## src/rtl/debounce_pkg.sv

```systemverilog
// Shared types and defaults for the switch debounce controller.
package debounce_pkg;

    typedef enum logic [1:0] {
        ZERO  = 2'd0,
        WAIT1 = 2'd1,
        ONE   = 2'd2,
        WAIT0 = 2'd3
    } db_state_t;

    localparam int unsigned DB_TICK_DIV_DEFAULT     = 1000000;
    localparam int unsigned DB_STABLE_TICKS_DEFAULT = 3;

    // Width of a counter that must hold 0..n_vals-1, never narrower than one bit.
    function automatic int unsigned db_count_width(input int unsigned n_vals);
        return (n_vals > 1) ? $clog2(n_vals) : 1;
    endfunction

endpackage

```

## src/rtl/debounce_ctrl_tick_gen.sv

```systemverilog
// Free-running divider that emits a registered one-cycle tick every TICK_DIV clocks.
module tick_gen
    import debounce_pkg::*;
#(
    parameter int unsigned TICK_DIV = DB_TICK_DIV_DEFAULT
) (
    input  logic clk,
    input  logic reset,
    output logic tick
);

    localparam int unsigned CW   = db_count_width(TICK_DIV);
    localparam logic [CW-1:0] LAST = CW'(TICK_DIV - 1);

    logic [CW-1:0] count;
    logic [CW-1:0] count_nxt;

    always_comb begin
        count_nxt = (count == LAST) ? '0 : count + CW'(1);
    end

    // tick is registered from the next count so it is high exactly while count == LAST.
    always_ff @(posedge clk) begin
        if (reset) begin
            count <= '0;
            tick  <= 1'b0;
        end else begin
            count <= count_nxt;
            tick  <= (count_nxt == LAST);
        end
    end

endmodule

```

## src/rtl/debounce_ctrl.sv

```systemverilog
// Multi-channel switch debouncer: per-channel synchronizer and tick-sequenced FSM sharing one tick.
module debounce_ctrl
    import debounce_pkg::*;
#(
    parameter int unsigned N_CH         = 4,
    parameter int unsigned TICK_DIV     = DB_TICK_DIV_DEFAULT,
    parameter int unsigned STABLE_TICKS = DB_STABLE_TICKS_DEFAULT
) (
    input  logic            clk,
    input  logic            reset,
    input  logic [N_CH-1:0] sw_in,
    output logic [N_CH-1:0] db_level,
    output logic [N_CH-1:0] rise_pulse,
    output logic [N_CH-1:0] fall_pulse,
    output logic            tick_out
);

    localparam int unsigned CNT_W = $clog2(STABLE_TICKS + 1);
    localparam logic [CNT_W-1:0] CNT_LOAD = CNT_W'(STABLE_TICKS);
    localparam logic [CNT_W-1:0] CNT_ONE  = CNT_W'(1);

    logic tick;

    tick_gen #(
        .TICK_DIV (TICK_DIV)
    ) u_tick_gen (
        .clk   (clk),
        .reset (reset),
        .tick  (tick)
    );

    assign tick_out = tick;

    for (genvar i = 0; i < int'(N_CH); i++) begin : g_ch
        logic             sync_meta;
        logic             sync;
        db_state_t        state;
        logic [CNT_W-1:0] cnt;
        logic             level;
        logic             rise;
        logic             fall;

        always_ff @(posedge clk) begin
            if (reset) begin
                sync_meta <= 1'b0;
                sync      <= 1'b0;
            end else begin
                sync_meta <= sw_in[i];
                sync      <= sync_meta;
            end
        end

        // Input reversal beats the tick in the WAIT states; level and pulses follow the next state.
        always_ff @(posedge clk) begin
            if (reset) begin
                state <= ZERO;
                cnt   <= '0;
                level <= 1'b0;
                rise  <= 1'b0;
                fall  <= 1'b0;
            end else begin
                rise <= 1'b0;
                fall <= 1'b0;
                case (state)
                    ZERO: begin
                        if (sync) begin
                            state <= WAIT1;
                            cnt   <= CNT_LOAD;
                        end
                    end
                    WAIT1: begin
                        if (!sync) begin
                            state <= ZERO;
                        end else if (tick) begin
                            if (cnt == CNT_ONE) begin
                                state <= ONE;
                                level <= 1'b1;
                                rise  <= 1'b1;
                            end else begin
                                cnt <= cnt - CNT_ONE;
                            end
                        end
                    end
                    ONE: begin
                        if (!sync) begin
                            state <= WAIT0;
                            cnt   <= CNT_LOAD;
                        end
                    end
                    WAIT0: begin
                        if (sync) begin
                            state <= ONE;
                        end else if (tick) begin
                            if (cnt == CNT_ONE) begin
                                state <= ZERO;
                                level <= 1'b0;
                                fall  <= 1'b1;
                            end else begin
                                cnt <= cnt - CNT_ONE;
                            end
                        end
                    end
                    default: begin
                        state <= ZERO;
                        level <= 1'b0;
                    end
                endcase
            end
        end

        assign db_level[i]   = level;
        assign rise_pulse[i] = rise;
        assign fall_pulse[i] = fall;
    end

endmodule

```

## config.mk

```make
export PLATFORM = sky130hd
export DESIGN_NAME = debounce_ctrl
export DESIGN_NICKNAME = d
export VERILOG_FILES = /design/src/rtl/debounce_pkg.sv /design/src/rtl/debounce_ctrl_tick_gen.sv /design/src/rtl/debounce_ctrl.sv
export SDC_FILE = /design/constraint.sdc
export NUM_CORES = 1
export LEC_CHECK = 0
export CORE_AREA = 2 2 78 65
export DETAILED_ROUTE_END_ITERATION = 10
export DIE_AREA = 0 0 80 67
export PLACE_DENSITY_LB_ADDON = 0.12
export REMOVE_ABC_BUFFERS = 1
export SKIP_CTS_REPAIR_TIMING = 1
export SYNTH_ARGS = -nofsm -noshare
export SYNTH_HDL_FRONTEND = slang
export SYNTH_SLANG_ARGS = --single-unit
```

## constraint.sdc

```tcl
create_clock -name clk -period 2.2 [get_ports clk]
set_input_delay 0.44 -clock clk [delete_from_list [all_inputs] [get_ports clk]]
set_output_delay 0.44 -clock clk [all_outputs]
set_load 0.05 [all_outputs]
```

==> results.yml, run 1 <==
global_routing:
  grt_pass1_vias: 1717
  grt_pass1_wl_mm: 7.686
  grtUsageTotal_pct: 19.33
  antenna_found_initial: 0
  grt_max_degree: 38
  grt-ovfl-total: 0
die:
  ios: 19
  dieHeight_um: 67
  coreArea_um2: 4514
  die_width_um: 80
  die_area_um2: 5360
  initial_utilization_pct: 56.04
  num_rows: 22
logic_synthesis:
  yosys_warnings: 0
  syn-cell-area_um2: 2530
  synth_seq_area_share_pct: 45.10
  synthCells: 279
  synth_area_leader_cell: "dfxtp_1"
  synth_top_area_share_pct: 45.10
  syn_area_per_cell_um2: 9.068
  ys.flop_type: "dfxtp_1"
  yosys.cell_types.count: 40
  synth_edf_count: 0
  async_reset_ff_share_pct: 0
  ys_seq_elements: 57
  synthTopCellsByArea: "dfxtp_1 (45%), nor2_1 (4.9%), xnor2_1 (4.8%)"
clocking:
  cts_max_level: 3
  cts_tree: "built"
  cts_made_buffers: 9
  clk_pin_slew_ns: 0.06
  cts.sinks: 57
  cts_root_buffer: "clkbuf_8"
  worstSkewPairLatency_ns: 0.32
  cts_max_path_buffers: 2
worst_setup_path:
  critical_path_class: "reg -> reg"
  arrival_ns: 2.28
  reg2reg_to: "u_tick_gen.tick"
  worstRegToRegCells: 6
  critPathMaxFanout: 6
  crit_start: "u_tick_gen.count[0]"
  path_cells: "ha_1 -> xnor2_1 -> nand2b_1 -> or4b_1 -> or4_1 -> nor4_2"
  end_kind: "register"
  cp_slowest_cell: "or4b_1"
  slowest_delay_ns: 0.44
  r2r-start: "u_tick_gen.count[0]"
  cp-endpoint: "u_tick_gen.tick"
  cp.required_ns: 2.43
  r2r_slack_ns: 0.16
  critPathLaunchType: "register"
  cp_num_cells: 6
  critPathBufInv: 0
  critPathTopFamily: "simple AND/OR/NAND/NOR gates"
route:
  wl_mm: 4.433
  first_pass_iters: 4
  remaining_drc_errors: 0
  wl_per_cell_um: 12.42
  viasPerCell: 5.232
  postRouteAntennaNets: 0
  vias: 1868
  first_iter_violations: 81
sta:
  slew_violations: 0
  worst_slew_pin_slew_ns: 0.4973
  whs_ns: 0.4406
  tns_ns: 0
  hold_viol_final: 0
  finalCritPeriodShare_pct: 92.92
  setup_viol_count_final: 0
  layout_setup_ws_ns: 0.1558
  max_freq_mhz: 489.2
  rsz0062_at_grt: "false"
  relSlewSlack_pct: 66.74
  fin_skew_ns: 0.007797
  period_needed_ns: 2.044
layout:
  fin_cells: 357
  seqCellArea_um2: 1141
  drive_gt1_share_pct: 9.764
  fin_area_um2: 2884
  mostFrequentLayoutCells: "dfxtp_1 (57), nor2_1 (33), clkdlybuf4s50_1 (17)"
  multiInputGateArea_um2: 1192
  utilization_pct: 63.89
  fill_cells: 409
  final_common_cell: "dfxtp_1"
  diodes: 0
  area_delta_synth_final_pct: 14.00
  nNetsFinal: 303
power:
  irDropWorstVdd_uv: 526.2
  p_total_mw: 2.143
  power_density_nw_per_um2: 743.0
  leakagePower_nw: 1.061
hold_path:
  hp-class: "reg -> reg"
placement:
  dpl.hpwl_mm: 3.088
  port_buffers: 18
  placed_area_um2: 2684
  place_inst: 341
  pre_cts_slack_ns: 0.1615
  routabilityCongestion: 0.8744
status:
  status: "complete, no violations"
run:
  drv_cap: 0
-- per-layer routing --
| metal | track usage (%) | wire, um | vias up | share of wire [%] |
|---|---|---|---|---|
| li1 | - | - | 981 | - |
| met1 | 25.29 | 2343 | 849 | 53 |
| met2 | 27.81 | 1870 | 36 | 42 |
| met3 | 9.756 | 194 | 2 | 4.4 |
| met4 | 5.720 | 25 | 0 | 0.56 |
| met5 | 0 | 0 | - | 0 |
-- worst reg2reg max path, stage by stage (launching register included) --
cell and delay (ns):
dfxtp_1 0.35, ha_1 0.24, xnor2_1 0.15, nand2b_1 0.15
or4b_1 0.44, or4_1 0.42, nor4_2 0.21
-- report_power, final --
part           internal [mW]  total, mW  switching [mW]
clock                  0.551      0.919           0.368
sequential              1.06       1.09          0.0244
combinational         0.0599      0.138          0.0778
total                   1.67       2.14           0.471
-- worst min path at each step --
| stage | startpoint | to | slack [ns] | depth (start not counted) |
|---|---|---|---|---|
| 4_1_cts | g_ch[2].sync_meta | g_ch[2].sync | 0.45 | 1 |
| 5_1_grt | g_ch[2].sync_meta | g_ch[2].sync | 0.46 | 1 |
| 3_3_place_gp | g_ch[2].sync_meta | g_ch[2].sync | 0.41 | 1 |
| 2_1_floorplan | g_ch[0].sync_meta | g_ch[0].sync | 0.41 | 1 |
| 3_5_place_dp | g_ch[2].sync_meta | g_ch[2].sync | 0.43 | 1 |
| 6_report | g_ch[1].sync_meta | g_ch[1].sync | 0.44 | 1 |
-- final cells by class --
class / instances / share of cell area, %
well taps: 60 / 2.603
repair buffers: 26 / 8.243
flip-flops and latches: 57 / 39.57
clock inverters: 3 / 1.388
multi-input cells: 185 / 41.34
clock buffers: 13 / 5.163
inverters: 13 / 1.692
-- registers in the layout (all words and copies together) (netlist names), named ones only --
signal / flops
g_ch.sync_meta: 4
g_ch.rise: 4
g_ch.sync: 4
u_tick_gen.tick: 1
u_tick_gen.count: 20
g_ch.level: 4
g_ch.fall: 4
g_ch.cnt: 8
g_ch.state: 4
-- cell usage after synthesis (all sizes together), types with 3 or more instances --
| cell | instances |
|---|---|
| dfxtp | 57 |
| nor4 | 5 |
| a21oi | 12 |
| inv | 13 |
| ha | 5 |
| o21ai | 5 |
| nor3 | 12 |
| and3 | 9 |
| xor2 | 9 |
| nor4b | 10 |
| nand4 | 6 |
| buf | 21 |
| nand2 | 14 |
| nand3 | 12 |
| xnor2 | 14 |
| nand2b | 6 |
| a311oi | 4 |
| o21a | 5 |
| nor2 | 33 |
| clkbuf | 3 |
| nor2b | 9 |
-- cells by family (layout without fill, tap and decap cells) --
| group | Yosys count | after routing | synth area share [%] |
|---|---|---|---|
| DFF | 57 | 57 | 45.10 |
| AOI/OAI and AO/OA | 33 | 33 | 8.408 |
| and+or+nand+nor | 123 | 123 | 27.45 |
| adders and majority gates | 5 | 5 | 2.473 |
| buffers and inverters | 37 | 55 | 8.210 |
| muxes | 1 | 1 | 0.3957 |
| xor gates and xnor gates | 23 | 23 | 7.963 |
No activity file was read; power rests on OpenSTA's default activity.
==> run 2, diff against run 1 <==
--- a/config.mk
+++ b/config.mk
@@ -5,9 +5,9 @@
 export SDC_FILE = /design/constraint.sdc
 export NUM_CORES = 1
 export LEC_CHECK = 0
-export CORE_AREA = 2 2 78 65
+export CORE_AREA = 5 5 81 68
 export DETAILED_ROUTE_END_ITERATION = 10
-export DIE_AREA = 0 0 80 67
+export DIE_AREA = 0 0 86 73
 export PLACE_DENSITY_LB_ADDON = 0.12
 export REMOVE_ABC_BUFFERS = 1
 export SKIP_CTS_REPAIR_TIMING = 1
==> results.yml, run 2 (synthesis results as in run 1) <==
layout:
  largest_reg_flops: 20
  reg.largest.list: "u_tick_gen.count x20, g_ch.cnt x8"
  diodes: 0
  final_common_cell: "dfxtp_1"
  drive_gt1_share_pct: 10.17
  nNetsFinal: 303
  top_register: "u_tick_gen.count"
  mostFrequentLayoutCells: "dfxtp_1 (57), nor2_1 (33), clkdlybuf4s50_1 (17)"
  area_delta_synth_final_pct: 15.18
  fin_cells: 357
worst_setup_path:
  r2r_slack_ns: 0.14
  critical_path_class: "reg -> reg"
  arrival_ns: 2.30
  critPathLaunchType: "register"
  cp.required_ns: 2.44
  critPathMaxFanout: 6
  reg2reg_to: "u_tick_gen.tick"
  end_kind: "register"
  worstRegToRegCells: 6
  r2r-start: "u_tick_gen.count[0]"
sta:
  relSlewSlack_pct: 66.80
  hold_viol_final: 0
  setup_viol_count_final: 0
  period_needed_ns: 2.057
  rsz0062_at_grt: "false"
  slew_violations: 0
  fin_skew_ns: 0.005706
  finalCritPeriodShare_pct: 93.51
  worst_slew_pin_slew_ns: 0.4965
  max_freq_mhz: 486.1
  tns_ns: 0
global_routing:
  grt_pass1_vias: 1703
  grt_pass1_wl_mm: 7.486
  grt-ovfl-total: 0
  grtUsageTotal_pct: 15.49
  antenna_found_initial: 0
  grt_max_degree: 38
clocking:
  cts_made_buffers: 9
  cts.sinks: 57
  clk_pin_slew_ns: 0.06
  cts_root_buffer: "clkbuf_8"
  cts_max_path_buffers: 2
  worstSkewPairLatency_ns: 0.33
  cts_tree: "built"
  cts_max_level: 3
run:
  drv_cap: 0
power:
  power_density_nw_per_um2: 784.9
  leakagePower_nw: 1.075
  irDropWorstVdd_uv: 532.9
  p_total_mw: 2.287
route:
  remaining_drc_errors: 0
  first_iter_violations: 69
  wl_per_cell_um: 12.35
  vias: 1851
  first_pass_iters: 4
  wl_mm: 4.409
  viasPerCell: 5.185
  postRouteAntennaNets: 0
die:
  ios: 19
  die_width_um: 86
  die_area_um2: 6278
  num_rows: 23
  dieHeight_um: 73
  coreArea_um2: 4748
  initial_utilization_pct: 53.28
hold_path:
  hp-class: "reg -> reg"
  hold_start: "g_ch[1].sync_meta"
  min_to: "g_ch[1].sync"
  hold_depth: 1
placement:
  routabilityCongestion: 0.8453
  place_inst: 343
  port_buffers: 18
  dpl.hpwl_mm: 3.029
status:
  status: "complete, no violations"
run 2: how the worst max path moves through the flow:
stage / cells past startpoint / end / startpoint / slack, ns
after floorplan: 6 / u_tick_gen.tick / u_tick_gen.count[0] / 0.18
after global placement: 6 / u_tick_gen.tick / u_tick_gen.count[0] / 0.22
after detailed placement: 6 / u_tick_gen.tick / u_tick_gen.count[0] / 0.18
after CTS: 6 / u_tick_gen.tick / u_tick_gen.count[0] / 0.14
after global routing: 7 / u_tick_gen.tick / u_tick_gen.count[0] / 0.03
final: 6 / u_tick_gen.tick / u_tick_gen.count[0] / 0.14
run 2: per-layer routing:
layer / routed length (um) / GRT usage, %
met1: 2174 / 19.47
met2: 1895 / 22.75
met3: 232 / 5.418
met4: 107 / 9.490
met5: 0 / 0
run 2: report_power, final:
group          total [mW]  switching [mW]  leakage (nW)  internal (mW)
registers            1.09          0.0237         0.463           1.06
logic               0.137          0.0773         0.500         0.0598
clock network        1.07           0.381         0.111          0.684
total                2.29           0.482          1.07           1.81
run 2: worst max-delay path: stages (launching register included):
cell,delay [ns]
dfxtp_1,0.35
ha_1,0.24
xnor2_1,0.15
nand2b_1,0.14
or4b_1,0.44
or4_1,0.42
nor4_2,0.23
run 2: through the flow:
stage | worst slack (ns) | util, % | cell area [um^2] | hold WS [ns]
6_report | 0.1428 | 61.37 | 2914 | 0.4356
5_1_grt | 0.03256 | 61.37 | 2914 | 0.4657
4_1_cts | 0.1448 | 61.13 | 2903 | 0.4399
3_5_place_dp | 0.1836 | 56.57 | 2686 | 0.4269
3_3_place_gp | 0.2204 | 56.57 | 2686 | 0.4150
2_1_floorplan | 0.1842 | - | 2371 | 0.4138
run 2: layout make-up:
| class | count | area (um^2) |
|---|---|---|
| clock buffer | 11 | 151.4 |
| clock inverter | 3 | 65.06 |
| inverter | 13 | 48.80 |
| multi-input combinational | 185 | 1192 |
| tap | 62 | 77.57 |
| fill | 423 | 1834 |
| sequential | 57 | 1141 |
| timing repair buffer | 26 | 237.7 |
==> run 3, diff against run 2 <==
--- a/config.mk
+++ b/config.mk
@@ -5,6 +5,7 @@
 export SDC_FILE = /design/constraint.sdc
 export NUM_CORES = 1
 export LEC_CHECK = 0
+export CAP_MARGIN = 15
 export CORE_AREA = 5 5 81 68
 export DETAILED_ROUTE_END_ITERATION = 10
 export DIE_AREA = 0 0 86 73
==> results of run 3 <==
No change in the layout: final DEF, timing and power equal those of run 2.
